[config.mk]
export PLATFORM = sky130hd
export DESIGN_NAME = bridge_ioctl_tx
export DESIGN_NICKNAME = d
export VERILOG_FILES = /design/src/rtl/bridge_ioctl_tx.sv
export SDC_FILE = /design/constraint.sdc
export NUM_CORES = 1
export LEC_CHECK = 0
export BUFFER_PORTS_ARGS = -buffer_cell sky130_fd_sc_hd__buf_2
export CORE_UTILIZATION = 55
export CTS_CLUSTER_DIAMETER = 80
export CTS_CLUSTER_SIZE = 30
export DETAILED_ROUTE_END_ITERATION = 16
export PLACE_DENSITY = 0.74
export SLEW_MARGIN = 15
export SYNTH_ARGS = -nofsm -noshare
export SYNTH_HDL_FRONTEND = slang
export SYNTH_SLANG_ARGS = --single-unit
[constraint.sdc]
create_clock -name CLK -period 2.7 [get_ports CLK]
set_input_delay 0.54 -clock CLK [delete_from_list [all_inputs] [get_ports CLK]]
set_output_delay 0.54 -clock CLK [all_outputs]
set_load 0.02 [all_outputs]
[src/rtl/bridge_ioctl_tx.sv]
// bridge_ioctl_tx
//   Transmitter side of the ioctl download stream. 32-bit words written by the
//   APF bridge are queued in a small FIFO, then serialised big-endian into the
//   byte-wide ioctl_* stream consumed by rom_loader. Byte strobes are spaced by
//   at least WRITE_GAP idle cycles, and ioctl_wait stalls the next byte.
//
// Ports
//   CLK, RSTn             clock (rising edge), asynchronous active-low reset
//   dl_start / dl_end     1-cycle pulses that open / close a download
//   bridge_index          dataslot number, captured into ioctl_index on start
//   bridge_wr/addr/data   one word write (byte address, bits [1:0] ignored)
//   fifo_full             FIFO holds FIFO_DEPTH words (registered)
//   overflow              sticky: a write was dropped because the FIFO was full
//   ioctl_download        download in progress
//   ioctl_index           captured index
//   ioctl_wr              1-cycle byte strobe
//   ioctl_addr/ioctl_dout byte address/data, held until the next strobe
//   ioctl_wait            receiver stall request

module bridge_ioctl_tx #(
  parameter int FIFO_DEPTH = 16,
  parameter int WRITE_GAP  = 4,
  parameter int ADDR_W     = 25
) (
  input  logic              CLK,
  input  logic              RSTn,
  input  logic              dl_start,
  input  logic              dl_end,
  input  logic [7:0]        bridge_index,
  input  logic              bridge_wr,
  input  logic [31:0]       bridge_addr,
  input  logic [31:0]       bridge_data,
  output logic              fifo_full,
  output logic              overflow,
  output logic              ioctl_download,
  output logic [7:0]        ioctl_index,
  output logic              ioctl_wr,
  output logic [ADDR_W-1:0] ioctl_addr,
  output logic [7:0]        ioctl_dout,
  input  logic              ioctl_wait
);

  localparam int PTR_W = $clog2(FIFO_DEPTH);
  localparam int WA_W  = ADDR_W - 2;
  localparam int ENT_W = WA_W + 32;
  localparam int GAP_W = $clog2(WRITE_GAP + 1);

  localparam logic [PTR_W:0]   FULL_CNT = (PTR_W+1)'(FIFO_DEPTH);
  localparam logic [PTR_W:0]   CNT_ONE  = (PTR_W+1)'(1);
  localparam logic [PTR_W-1:0] PTR_ONE  = PTR_W'(1);
  localparam logic [GAP_W-1:0] GAP_INIT = GAP_W'(WRITE_GAP);
  localparam logic [GAP_W-1:0] GAP_ONE  = GAP_W'(1);

  typedef enum logic [1:0] {S_EMPTY, S_READY, S_GAP} state_t;

  // FIFO storage and pointers
  logic [ENT_W-1:0] mem_q [FIFO_DEPTH];
  logic [PTR_W-1:0] wr_ptr_q, rd_ptr_q;
  logic [PTR_W:0]   count_q, count_d;
  logic             full_q;

  // Download control
  logic             download_q, end_pending_q, overflow_q;
  logic [7:0]       index_q;

  // Serialiser
  state_t           state_q;
  logic [GAP_W-1:0] gap_q;
  logic [WA_W-1:0]  word_addr_q;
  logic [31:0]      word_data_q;
  logic [1:0]       byte_cnt_q;
  logic             have_word_q;
  logic             wr_q;
  logic [ADDR_W-1:0] addr_q;
  logic [7:0]       dout_q;

  logic             accept_window, push, drop, pop, issue, finish;
  logic [ENT_W-1:0] pop_entry;

  // Writes are accepted only while a download is open and no end has been
  // requested, including the very cycle dl_end arrives.
  assign accept_window = download_q && !end_pending_q && !dl_end;
  assign push          = bridge_wr && accept_window && !full_q;
  assign drop          = bridge_wr && accept_window && full_q;

  // A word is popped when the shift register has nothing left to send: either
  // idle, or in the gap after the 4th byte (prefetch hides word boundaries).
  assign pop   = (count_q != '0) &&
                 ((state_q == S_EMPTY) || ((state_q == S_GAP) && !have_word_q));
  assign issue = (state_q == S_READY) && !ioctl_wait && (gap_q == '0);
  assign finish = end_pending_q && (count_q == '0) &&
                  (state_q == S_EMPTY) && (gap_q == '0);

  assign pop_entry = mem_q[rd_ptr_q];

  always_comb begin
    count_d = count_q;
    if (push && !pop) begin
      count_d = count_q + CNT_ONE;
    end else if (pop && !push) begin
      count_d = count_q - CNT_ONE;
    end
  end

  // Storage carries no reset; validity is tracked by the pointers.
  always_ff @(posedge CLK) begin
    if (push) begin
      mem_q[wr_ptr_q] <= {bridge_addr[ADDR_W-1:2], bridge_data};
    end
  end

  always_ff @(posedge CLK or negedge RSTn) begin
    if (!RSTn) begin
      wr_ptr_q      <= '0;
      rd_ptr_q      <= '0;
      count_q       <= '0;
      full_q        <= 1'b0;
      download_q    <= 1'b0;
      end_pending_q <= 1'b0;
      overflow_q    <= 1'b0;
      index_q       <= '0;
      state_q       <= S_EMPTY;
      gap_q         <= '0;
      word_addr_q   <= '0;
      word_data_q   <= '0;
      byte_cnt_q    <= '0;
      have_word_q   <= 1'b0;
      wr_q          <= 1'b0;
      addr_q        <= '0;
      dout_q        <= '0;
    end else begin
      if (push) wr_ptr_q <= wr_ptr_q + PTR_ONE;
      if (pop)  rd_ptr_q <= rd_ptr_q + PTR_ONE;
      count_q <= count_d;
      full_q  <= (count_d == FULL_CNT);

      if (!download_q) begin
        // A simultaneous dl_end is ignored while idle.
        if (dl_start) begin
          download_q <= 1'b1;
          index_q    <= bridge_index;
          overflow_q <= 1'b0;
        end
      end else begin
        if (drop)   overflow_q    <= 1'b1;
        if (dl_end) end_pending_q <= 1'b1;
        if (finish) begin
          download_q    <= 1'b0;
          end_pending_q <= 1'b0;
        end
      end

      wr_q <= 1'b0;
      if (pop) begin
        word_addr_q <= pop_entry[ENT_W-1:32];
        word_data_q <= pop_entry[31:0];
        byte_cnt_q  <= 2'd0;
        have_word_q <= 1'b1;
      end

      case (state_q)
        S_EMPTY: begin
          if (pop) state_q <= S_READY;
        end
        S_READY: begin
          if (issue) begin
            wr_q        <= 1'b1;
            addr_q      <= {word_addr_q, byte_cnt_q};
            dout_q      <= word_data_q[31:24];
            word_data_q <= {word_data_q[23:0], 8'h00};
            byte_cnt_q  <= byte_cnt_q + 2'd1;
            if (byte_cnt_q == 2'd3) have_word_q <= 1'b0;
            gap_q   <= GAP_INIT;
            state_q <= S_GAP;
          end
        end
        S_GAP: begin
          if (gap_q != '0) gap_q <= gap_q - GAP_ONE;
          // With a byte ready, leave as the counter reaches 0 so strobes are
          // exactly WRITE_GAP+1 apart. Otherwise wait out the 0 cycle, which
          // gives a late-arriving word one more chance to be popped.
          if ((gap_q == GAP_ONE) && (have_word_q || pop)) begin
            state_q <= S_READY;
          end else if (gap_q == '0) begin
            state_q <= (have_word_q || pop) ? S_READY : S_EMPTY;
          end
        end
        default: state_q <= S_EMPTY;
      endcase
    end
  end

  assign fifo_full      = full_q;
  assign overflow       = overflow_q;
  assign ioctl_download = download_q;
  assign ioctl_index    = index_q;
  assign ioctl_wr       = wr_q;
  assign ioctl_addr     = addr_q;
  assign ioctl_dout     = dout_q;

  // Address bits outside the word address are not stored.
  logic unused_addr_bits;
  if (ADDR_W < 32) begin : g_unused_hi
    assign unused_addr_bits = ^{bridge_addr[31:ADDR_W], bridge_addr[1:0]};
  end else begin : g_unused_lo
    assign unused_addr_bits = ^bridge_addr[1:0];
  end

endmodule

# Yosys cells after proc, flatten, opt, wreduce, memory -nomap -nowiden
# Memories as Yosys holds them, arrays and structs flattened.
# Index checks and enable logic that the tools add are counted.
# word_totals
ff_bits	122
latchBits	0
mem_bits_rw	880
mem_bits_ro	0
inputBits	78
output_inout_bits	45
word_cells	106
n_memories	1
# op_classes
addsub	6
n_mul	0
div_mod_pow	0
n_lt_le_gt_ge	0
eq_ne	10
shifts	0
n_mux	33
bitwise_logic	1
n_reduce_logical	38
# memory_table
memory	words	word_bits	rd	rd_clocked_by_memory_dff	write_ports	line_no	text
mem_q	16	55	1	0	1	57	logic [ENT_W-1:0] mem_q [FIFO_DEPTH];
# ops
operator	count
two-way mux 32 bit	3
two-way mux 1 bit	17
logical AND 1 bit	15
two-way mux 2 bit	7
two-way mux 5 bit	2
adder 4 x 1 -> 4 bit, second input constant	2
AND reduction 2 bit	4
zero test 1 bit	7
two-way mux 3 bit	2
one-hot mux 2 bit (3 select lines)	1
one-hot mux 3 bit (2 select lines)	1
AND reduction 3 bit	2
nonzero test 2 bit	3
adder 5 x 1 -> 5 bit, second input constant	1
== test 5 bit, second input constant	1
zero test 5 bit	1
nonzero test 5 bit	1
subtractor 5 x 1 -> 5 bit, second input constant	1
== test 2 bit, second input constant	2
!= test 2 x 1 -> 1 bit, second input constant	2
!= test 2 bit, second input constant	2
== test 3 x 1 -> 1 bit, second input constant	1
zero test 3 bit	1
!= test 3 x 1 -> 1 bit, second input constant	1
7 further kinds	8

# Logic depth before layout (Yosys ltp)
# Gate-level depths: netlist of the first run.
# depth
depth_word	10
mapped_depth	9
ltp_nobuf	8

# Least setup slack after synthesis of the first run
# No wires, ideal clock.
# synth_path
kind	input-to-reg
start	in dl_end
end	mem mem_q[4][0] (netlist bit), enable pin
setup_time_ns	0.419
arrival_time_ns	2.746
t_required_ns	2.281
slack_ns	-0.465
path_stages	6
path_buffers	1
path_cell_list	nand4bb_4 -> nor2_1 -> clkbuf_1 -> nand2_1 -> nor2_1 -> and2_1
# synth_between
elab_chain_cells	6
# synth_rtl
item	line_no	text
from (decl)	28	input logic dl_end,
zero test 1 bit	82	assign accept_window = download_q && !end_pending_q && !dl_end;
logical AND 1 bit	82	
logical AND 1 bit (2 in a row)	83	assign push = bridge_wr && accept_window && !full_q;
two-way mux 1 bit	107	if (push) begin
two-way mux 1 bit (not written as such)	108	mem_q[wr_ptr_q] <= {bridge_addr[ADDR_W-1:2], bridge_data};
to (decl)	57	
# Every way passes these cells.

# Worst setup path in the final report of the first run
# layout_path
start	reg count_q[0]
end	reg word_data_q[2]
# layout_between
elab_chain_cells	5
# layout_rtl
item	line_no	text
from (decl)	59	logic [PTR_W:0] count_q, count_d;
from (signal assigned)	134	count_q <= count_d;
nonzero test 5 bit *	88	assign pop = (count_q != '0) &&
logical AND 1 bit *	88	
two-way mux 32 bit *	154	if (pop) begin
two-way mux 32 bit	166	if (issue) begin
two-way mux 32 bit *	161	case (state_q)
to (signal assigned)	156	word_data_q <= pop_entry[31:0];
to (signal assigned)	170	word_data_q <= {word_data_q[23:0], 8'h00};
to (decl)	70	logic [31:0] word_data_q;
# Mark *: on every way between the ends. The rest lies on a longest branch, timed or not.
# A chain may end at the register's enable or synchronous reset.

==> out/qor.csv, run 1 <==
metric,value,unit
ys.flop_type,edfxtp_1,
cts_tree,done,
dp_hpwl,47000,um
multiInputGateArea,0.00832,mm2
first_pass_iters,5,
wirelength,80700,um
yosysUniqueCellTypes,54,
swShare,28.5,%
crit_chain,inv_1 > ha_1 > or4b_1 > nand2_2 > buf_4 > a21oi_1 > a21o_1,
grt_overflow,0,
clock.fmax,416,MHz
num_rows,96,
cts.reportedPaths.clkPinSlew,0.11,ns
min_path_type,input pin to flip-flop,
clockBufferDepth,3,
die-area,0.0706,mm2
slew_viol_final,0,
crit_buf_inv,2,
cp-end-kind,flip-flop,
placeableCoreArea,0.0687,mm2
ys_seq_elements,1002,
slowest_delay,0.53,ns
p_leak,14.0,nW
first_iter_violations,1924,
finalClockSkew,0.0302,ns
power_density,850,mW/mm2
hold_viol_final,0,
fin_nets,2049,
grt.total_usage,23.4,%
clkPwrFrac,22.1,%
viasPerCell,6.20,
grt_pass1_wl,121000,um
rsz0062_at_grt,no,
cts_sinks,1002,
worstSetupStartpointType,flip-flop,
gp_congestion,0.818,
period_minus_slack,2.40,ns
clk-insertion-delay-late,0.64,ns
cp.arrival,2.93,ns
syn_inst,1806,
portBuffers,113,
tightestPinTransition,0.826,ns
numCtsBuffers,42,
status,"complete, no violations",
die_h,266,um
wire_per_inst,27.5,um
placedCellCount,2846,
filler_cell_count,4720,
synth_area_per_cell,21.2,um2
maxCapViolations,0,
grt_pass1_vias,18900,
seq_power_share,51.1,%
yosysSeqAreaShare,77.1,%
crit_type,flip-flop to flip-flop,
setup_viol,0,
syn_nets,1895,
synthesis.area,0.0382,mm2
combPwrFrac,26.8,%
peakVddDrop,0.634,mV
initial_core_util,55.7,%
synth-async-reset-ratio,12.2,%
slowest_stage,or4b_1,
cts-root-buf,clkbuf_16,
drtAntennaViolNets,0,
slew_headroom,44.8,%
synth_edf_count,880,
switchingPower,0.0103,W
htreeDepth,2,
layout-drive-gt1-share,28.5,%
cp.required,3.22,ns
grt_start_max_net_pins,103,
final-seq-area,0.0295,mm2
intPower,0.0257,W
antenna_found_initial,10,
via_count,18200,
layoutNonFillerInstCount,2931,
finalCritPeriodShare,89.0,%
drc,0,
area_delta_synth_final,10.7,%
synth-warning-count,0,
ios,123,
crit_family,simple AND/OR/NAND/NOR gates,
fp.dieW,266,um
worstPathMaxFanout,33,
tns,0,ns
==> placed cells by master, fill, tap and decap left out, types with 37 or more instances in the layout <==
cell type,count
mux2i_1,46
mux4_2,221
buf_4,37
a22oi_1,65
dfrtp_1,118
mux2_2,56
edfxtp_1,880
buf_2,112
clkbuf_16,45
buf_12,54
nand2_1,165
==> flip-flops by register name, summed over array words and instances, names as in the netlist, 4 cells and up <==
| register | cells |
|---|---|
| count_q | 5 |
| ioctl_addr | 25 |
| ioctl_dout | 8 |
| ioctl_index | 8 |
| mem_q | 880 |
| rd_ptr_q | 4 |
| word_addr_q | 23 |
| word_data_q | 32 |
| wr_ptr_q | 4 |
==> final timing paths <==
kind                                           start  slack (ns)                    endpoint  depth (start not counted)
max                             count_q[0]$_DFF_PN0_        0.30    word_data_q[2]$_DFF_PN0_                          7
min                                  bridge_index[2]        0.16  ioctl_index[2]$_DFFE_PN0P_                          2
max reg2reg                     count_q[0]$_DFF_PN0_        0.30    word_data_q[2]$_DFF_PN0_                          7
min reg2reg                ioctl_addr[1]$_DFFE_PN0P_        0.48   ioctl_addr[1]$_DFFE_PN0P_                          2
max in group asynchronous                       RSTn        1.54     rd_ptr_q[0]$_DFFE_PN0N_                          3
min in group asynchronous                       RSTn        0.40   word_data_q[26]$_DFF_PN0_                          2
==> power by group through the flow <==
stage	Clock (W)	Sequential, W	Combinational (W)
detailed placement	0	0.0187	0.00972
floorplan	0	0.0187	0.00693
CTS	0.00809	0.0184	0.00977
finish	0.00794	0.0184	0.00963
global route	0.00855	0.0185	0.0104
global placement	0	0.0187	0.00956
==> kinds of logic (layout without fill, tap and decap cells) <==
family          Yosys count  in the layout  synth area share, %
mux                     323            323                 15.9
xor+xnor                  9              9                0.206
other cells               0              6                    0
fa+ha+maj                11             11                0.360
flops                  1002           1002                 77.1
compound gates          132            132                 2.60
buf+inv                 109            297                 1.31
simple gates            220            220                 2.58
==> area by class of cell <==
type                       count  share of cell area, %
timing repair buffer         205                   4.58
antenna                        6                 0.0355
inverter                      14                  0.124
clock inverter                10                  0.272
multi-input combinational    695                   19.7
sequential                  1002                   69.7
clock buffer                  68                   2.91
tap                          931                   2.75
==> metal layers <==
layer	vias to the layer above	track usage (%)	routed length (um)	share of wire [%]
li1	7661	-	-	-
met1	9743	33.5	33700	42
met2	670	38.3	40100	50
met3	77	4.27	5650	7.0
met4	8	4.97	1150	1.4
met5	-	0	53	0.066
==> repair_timing <==
action                                  CTS  global route
hold buffers                              1             0
buffers inserted                          0             0
resized for setup                         0             1
endpoints found under the hold margin    30             0
endpoints found under the setup margin    0             3
==> synth_stat cells (3+ instances only) <==
library cell	count	share of area, %
or3_1	3	0.049
buf_6	4	0.12
a22oi_1	65	1.3
and4_1	4	0.092
xnor2_1	7	0.16
nand2_1	165	1.6
a21o_1	9	0.18
a21oi_1	13	0.17
nor4_1	3	0.049
mux2i_1	46	1.2
nand3_1	5	0.065
nor2_1	10	0.098
mux2_2	56	1.6
buf_1	10	0.098
o221ai_1	22	0.50
dfrtp_1	122	8.0
inv_1	13	0.13
clkbuf_1	44	0.43
o21ai_0	6	0.079
edfxtp_1	880	69
and2_1	13	0.21
nor2b_1	4	0.065
ha_1	11	0.36
buf_4	6	0.12
buf_2	30	0.39
mux4_2	221	13
==> through the flow <==
step | hold WS [ns] | power [W] | setup slack, ns | utilization, % | area (um2)
6_report | 0.156 | 0.0360 | 0.296 | 61.6 | 42300
5_1_grt | 0.136 | 0.0375 | 0.169 | 61.6 | 42300
4_1_cts | 0.124 | 0.0362 | 0.169 | 61.6 | 42300
3_5_place_dp | 0.461 | 0.0284 | 0.102 | 59.6 | 41000
3_3_place_gp | 0.458 | 0.0282 | 0.160 | 59.6 | 41000
2_1_floorplan | 0.244 | 0.0256 | 0.133 | - | 38300
Note: power is estimated with default switching activity, not from simulation.
==> run 2: changes to the inputs <==
Settings changed: ABC_AREA set to 1.
==> out/qor.csv, run 2 <==
metric,value,unit,change
first_pass_iters,5,,unchanged
placed_area,0.0425,mm2,+3.7%
cp.arrival,2.75,ns,-0.18 ns
crit_path_frequent_cell,nand2_1,,
fp.dieW,273,um,+2.8%
placeableCoreArea,0.0728,mm2,+6.0%
maxCapViolations,0,,unchanged
ios,123,,unchanged
synth-warning-count,0,,unchanged
tns,0,ns,unchanged
wl_met1,37800,um,+12%
startpoint,rd_ptr_q[1]$_DFFE_PN0N_,,
wl_met2,45300,um,+13%
finalClockSkew,0.0249,ns,-0.00523 ns
cts_sinks,1002,,unchanged
final_cell_mix,"880 x edfxtp_1, 658 x nand2_1, 483 x nand3_1, 378 x nor2_1, 148 x o21ai_0",,
postCtsHoldBufs,1,,unchanged
antenna_found_initial,6,,-4
num_rows,99,,+3.1%
placedCellCount,4304,,+51%
setup_viol,0,,unchanged
slowest_stage,buf_12,,
postCtsSetupBuffers,0,,unchanged
clock.fmax,454,MHz,+9.1%
status,"complete, no violations",,
worstPathMaxFanout,142,,+330%
drc,0,,unchanged
initial_core_util,55.5,%,-0.12 points
synth_area_leader_cell,edfxtp_1,,
grt.total_usage,25.2,%,+1.8 points
synth-async-reset-ratio,12.2,%,unchanged
largest_register,mem_q,,
die-area,0.0746,mm2,+5.7%
cts.reportedPaths.clkPinSlew,0.10,ns,about the same
syn_nets,3445,,+82%
yosys-top-cells-count,"880 x edfxtp_1, 659 x nand2_1, 483 x nand3_1",,
layout-drive-gt1-share,9.58,%,-19 points
cp-end-kind,flip-flop,,
numCtsBuffers,42,,unchanged
rsz0062_at_grt,no,,
slew_headroom,43.3,%,-1.5 points
clk-insertion-delay-late,0.64,ns,about the same
largest_register_ffs,880,,unchanged
slowest_delay,0.62,ns,+0.09 ns
yosysSeqAreaShare,72.9,%,-4.2 points
first_iter_violations,3037,,+58%
ys_seq_elements,1002,,unchanged
routed.top_layer,met5,,
reg2reg_from,rd_ptr_q[1]$_DFFE_PN0N_,,
ys.flop_type,edfxtp_1,,
final_common_cell,edfxtp_1,,
total_power,0.0343,W,-4.7%
peakVddDrop,0.667,mV,+5.1%
drtAntennaViolNets,0,,unchanged
portBuffers,113,,unchanged
wire_per_inst,21.2,um,-23%
yosysMostFrequentCell,edfxtp_1,,
die_h,273,um,+2.8%
cts_resized,0,,unchanged
min_from,bridge_index[1],,
stdcell_area,0.0438,mm2,+3.5%
finalCritPeriodShare,81.6,%,-7.4 points
htreeDepth,2,,unchanged
tightestPinTransition,0.850,ns,+0.0237 ns
synth.area.top_cells,"edfxtp_1 65%, dfrtp_1 7.5%, nand2_1 6.1%",,
worstSetupStartpointType,flip-flop,,
filler_cell_count,5540,,+17%
synthesis.area,0.0405,mm2,+5.8%
dp_hpwl,50800,um,+8.0%
grt_start_max_net_pins,143,,+39%
layoutNonFillerInstCount,4385,,+50%
crit_chain,buf_12 > o21ai_0 > o22ai_1 > nand2_1 > nand2_1 > nand3_1 > o21ai_1,,
period_minus_slack,2.20,ns,-0.200 ns
grt_pass1_wl,143000,um,+19%
yosysUniqueCellTypes,34,,-37%
hold_viol_final,0,,unchanged
fin_nets,3479,,+70%
viasPerCell,5.78,,-6.6%
synth_area_per_cell,12.1,um2,-43%
grt_overflow,0,,unchanged
cts_tree,done,,
via_count,25400,,+40%
grt_pass1_vias,24500,,+30%
crit_type,flip-flop to flip-flop,,
synth_edf_count,880,,unchanged
wirelength,93000,um,+15%
slew_viol_final,0,,unchanged
clockBufferDepth,3,,unchanged
gp_congestion,0.802,,-1.9%
cp.required,3.25,ns,+0.03 ns
p_leak,16.0,nW,+15%
area_delta_synth_final,8.32,%,
cts-root-buf,clkbuf_16,,
dr_wl_met3,7480,um,+32%
synth_top_area_share,65.3,%,-3.8 points
min_path_type,input pin to flip-flop,,
syn_inst,3356,,+86%
power_density,782,mW/mm2,-8.0%
## run 2: changes by cell type after synthesis, sizes merged, moves of 32 or more
cell    before  now
nand3        5  484
o211ai       3   92
inv         14  147
mux4       221    0
buf         50  146
nand2      166  661
a22oi       65   22
mux2i       46    0
a21oi       13   45
mux2        56    8
nor2        10  424
o21ai        7  232
## run 2: layer usage
metal  vias up  GRT usage [%]
met5         -              0
met2      1047           42.0
met3       178           3.82
li1      11800              -
met1     12400           34.3
met4         8           7.63
## run 2: logic make-up (layout without fill, tap and decap cells)
| logic type | count (synthesis) | count (layout) | share of synthesized area (%) |
|---|---|---|---|
| buffers and inverters | 356 | 424 | 4.40 |
| AOI/OAI and AO/OA | 397 | 397 | 5.66 |
| and+or+nand+nor | 1574 | 1574 | 16.3 |
| DFF | 1002 | 1002 | 72.9 |
| adders and majority gates | 11 | 11 | 0.340 |
| muxes | 8 | 8 | 0.223 |
| xor gates and xnor gates | 8 | 8 | 0.173 |
| other | 0 | 2 | 0 |
## run 2: layout make-up
type | count | area (um2) | share of cell area [%]
Multi-Input combinational cell | 1998 | 9320 | 21.3
Inverter | 148 | 576 | 1.31
Tap cell | 959 | 1200 | 2.74
Clock buffer | 61 | 1130 | 2.58
Clock inverter | 17 | 209 | 0.477
Antenna cell | 2 | 5.00 | 0.0114
Sequential cell | 1002 | 29500 | 67.3
Timing Repair Buffer | 198 | 1890 | 4.31
## run 2: worst paths after layout
kind	end	slack (ns)	cells past startpoint
max	word_addr_q[22]$_DFFE_PN0N_	0.50	7
min	ioctl_index[1]$_DFFE_PN0P_	0.15	2
max reg2reg	word_addr_q[22]$_DFFE_PN0N_	0.50	7
min reg2reg	word_data_q[9]$_DFF_PN0_	0.47	2
max in group asynchronous	word_addr_q[1]$_DFFE_PN0N_	1.53	3
min in group asynchronous	ioctl_wr$_DFF_PN0_	0.45	2
## run 2: worst max-delay path, delay by kind of cell, from the launching register on
kind	cells	cell delay [ns]
AO/OA/AOI/OAI	3	0.56
buffers and inverters	1	0.62
flip-flops	1	0.48
AND/OR/NAND/NOR	3	0.40
## run 2: report_power, final
group	switching [W]	internal (W)
clock	0.00469	0.00327
combinational	0.00607	0.00286
sequential	0.000208	0.0172
total	0.0110	0.0233
## run 2: per-stage QoR
stage	utilization, %	hold WS [ns]	setup WS (ns)
final	60.2	0.153	0.496
after global routing	60.2	0.135	0.329
after CTS	60.2	0.125	0.489
after detailed placement	58.3	0.466	0.318
after global placement	58.3	0.457	0.343
after floorplan	-	0.244	-0.391
==> run 3: changes to the inputs <==
Clock period 2.7 ns to 1.9 ns, I/O delays scaled along.
==> out/qor.csv, run 3 (synthesis results as in run 2) <==
metric,value,unit,change
status,"complete, no violations",,
fin_util,62.2,%,+2.1 points
placeableCoreArea,0.0728,mm2,unchanged
slew_headroom,62.2,%,+19 points
cp-end-kind,flip-flop,,
dp_hpwl,54600,um,+7.6%
switchingPower,0.0163,W,+49%
die_h,273,um,unchanged
period_minus_slack,1.85,ns,-0.351 ns
initial_core_util,55.5,%,unchanged
largest_register,mem_q,,
cts.reportedPaths.clkPinSlew,0.10,ns,about the same
first_pass_iters,6,,+1
cts-root-buf,clkbuf_16,,
grt_overflow,0,,unchanged
slew_viol_final,0,,unchanged
finalCritPeriodShare,97.5,%,+16 points
seq_power_share,48.3,%,-2.4 points
grt.total_usage,25.1,%,-0.12 points
intPower,0.0347,W,+49%
clockBufferDepth,3,,unchanged
drc,0,,unchanged
cp.arrival,2.37,ns,-0.38 ns
power_density,1130,mW/mm2,+44%
swShare,32.0,%,about the same
crit_chain,buf_12 > buf_12 > buf_12 > nor2_1 > nor2_1 > o21ai_0 > nand3_1 > nand3_1 > nand3_1 > nand2_1 > nand2_1,,
ios,123,,unchanged
rsz0062_at_grt,yes,,
clk-insertion-delay-late,0.63,ns,about the same
clkPwrFrac,22.6,%,-0.6 points
fin_nets,3558,,+2.3%
portBuffers,113,,unchanged
layout_setup_ws,0.0476,ns,-0.449 ns
tightestPinTransition,0.566,ns,-0.284 ns
largest_register_ffs,880,,unchanged
slowest_stage,dfrtp_4,,
num_rows,99,,unchanged
p_leak,16.7,nW,+4.0%
fp.dieW,273,um,unchanged
holdWs,0.0690,ns,-0.0839 ns
via_count,25900,,+2.3%
combPwrFrac,29.0,%,+2.9 points
cts_tree,done,,
hold_viol_final,0,,unchanged
drtAntennaViolNets,0,,unchanged
wirelength,94500,um,+1.6%
worstSetupStartpointType,flip-flop,,
final_cell_mix,"880 x edfxtp_1, 654 x nand2_1, 462 x nand3_1, 375 x nor2_1, 143 x o21ai_0",,
antenna_found_initial,4,,-2
post-place-ws,-0.0699,ns,-0.388 ns
worstPathMaxFanout,19,,-87%
htreeDepth,2,,unchanged
area_delta_synth_final,12.1,%,
cp.required,2.41,ns,-0.84 ns
clock.fmax,540,MHz,+19%
gp_congestion,0.802,,about the same
crit_type,flip-flop to flip-flop,,
grt_pass1_vias,24500,,-0.0081%
total_power,0.0510,W,+49%
layout-drive-gt1-share,12.3,%,+2.7 points
slowest_delay,0.53,ns,-0.09 ns
final_common_cell,edfxtp_1,,
filler_cell_count,5310,,-4.2%
grt_start_max_net_pins,81,,-43%
die-area,0.0746,mm2,unchanged
numCtsBuffers,43,,+2.4%
min_path_type,input pin to flip-flop,,
finalClockSkew,0.0353,ns,+0.0104 ns
first_iter_violations,2767,,-8.9%
cts_sinks,1002,,unchanged
viasPerCell,5.81,,+0.47%
maxCapViolations,0,,unchanged
peakVddDrop,0.765,mV,+15%
setup_viol,0,,unchanged
wire_per_inst,21.2,um,-0.20%
grt_pass1_wl,143000,um,-0.12%
-- run 3: layer usage --
| layer | routed length, um | vias up | global-route usage, % | part of all wire [%] |
|---|---|---|---|---|
| met3 | 7580 | 136 | 2.82 | 8.0 |
| met4 | 2090 | 2 | 6.75 | 2.2 |
| met1 | 38700 | 12700 | 35.9 | 41 |
| met2 | 46100 | 1167 | 41.1 | 49 |
| li1 | - | 11900 | - | - |
| met5 | 12 | - | 0 | 0.013 |
-- run 3: power by group through the flow --
stage                     combinational (W)  clock [W]  sequential [W]
after floorplan                     0.00994          0          0.0251
after global placement               0.0131          0          0.0252
after detailed placement             0.0135          0          0.0252
after CTS                            0.0138     0.0116          0.0247
after global routing                 0.0164     0.0124          0.0247
final                                0.0148     0.0115          0.0247
-- run 3: worst max-delay path: cells and delay by family (launching register included) --
family / cells / cell delay [ns]
compound gates: 1 / 0.07
buf+inv: 3 / 0.47
simple gates: 7 / 0.67
flops: 1 / 0.53
-- run 3: through the flow --
step	instances	instance area (um2)	TNS [ns]
after floorplan	3356	40700	-304.39
after global placement	4357	43300	-0.0293
after detailed placement	4357	43300	-0.953
after CTS	4447	44800	-0.0857
after global routing	4463	45300	-0.628
final	4463	45300	0
-- run 3: what timing repair did --
| action | in CTS | in global routing |
|---|---|---|
| resized for setup | 3 | 56 |
| setup buffers | 0 | 9 |
| cloned | 1 | 6 |
| pin swaps | 0 | 6 |
| hold buffers | 10 | 0 |
| hold endpoints to repair | 43 | 0 |
| endpoints found under the setup margin | 13 | 190 |
-- run 3: final timing paths --
path / startpoint / endpoint / slack (ns) / cells past startpoint
worst max-delay path: rd_ptr_q[0]$_DFFE_PN0N_ / word_data_q[23]$_DFF_PN0_ / 0.05 / 11
worst min-delay path: dl_end / end_pending_q$_DFFE_PN0P_ / 0.07 / 3
worst max register to register: rd_ptr_q[0]$_DFFE_PN0N_ / word_data_q[23]$_DFF_PN0_ / 0.05 / 11
worst min register to register: word_data_q[20]$_DFF_PN0_ / word_data_q[28]$_DFF_PN0_ / 0.49 / 2
max in group asynchronous: RSTn / ioctl_addr[18]$_DFFE_PN0P_ / 1.02 / 3
min in group asynchronous: RSTn / ioctl_wr$_DFF_PN0_ / 0.24 / 2
-- run 3: final cells by class --
class | count | area (um2) | area share, %
clock inverters | 14 | 169 | 0.373
well taps | 959 | 1200 | 2.65
diodes | 1 | 2.50 | 0.00552
multi-input cells | 1998 | 9530 | 21.0
clock buffers | 65 | 1240 | 2.74
inverters | 148 | 602 | 1.33
flip-flops and latches | 1002 | 29500 | 65.1
repair buffers | 276 | 3100 | 6.83
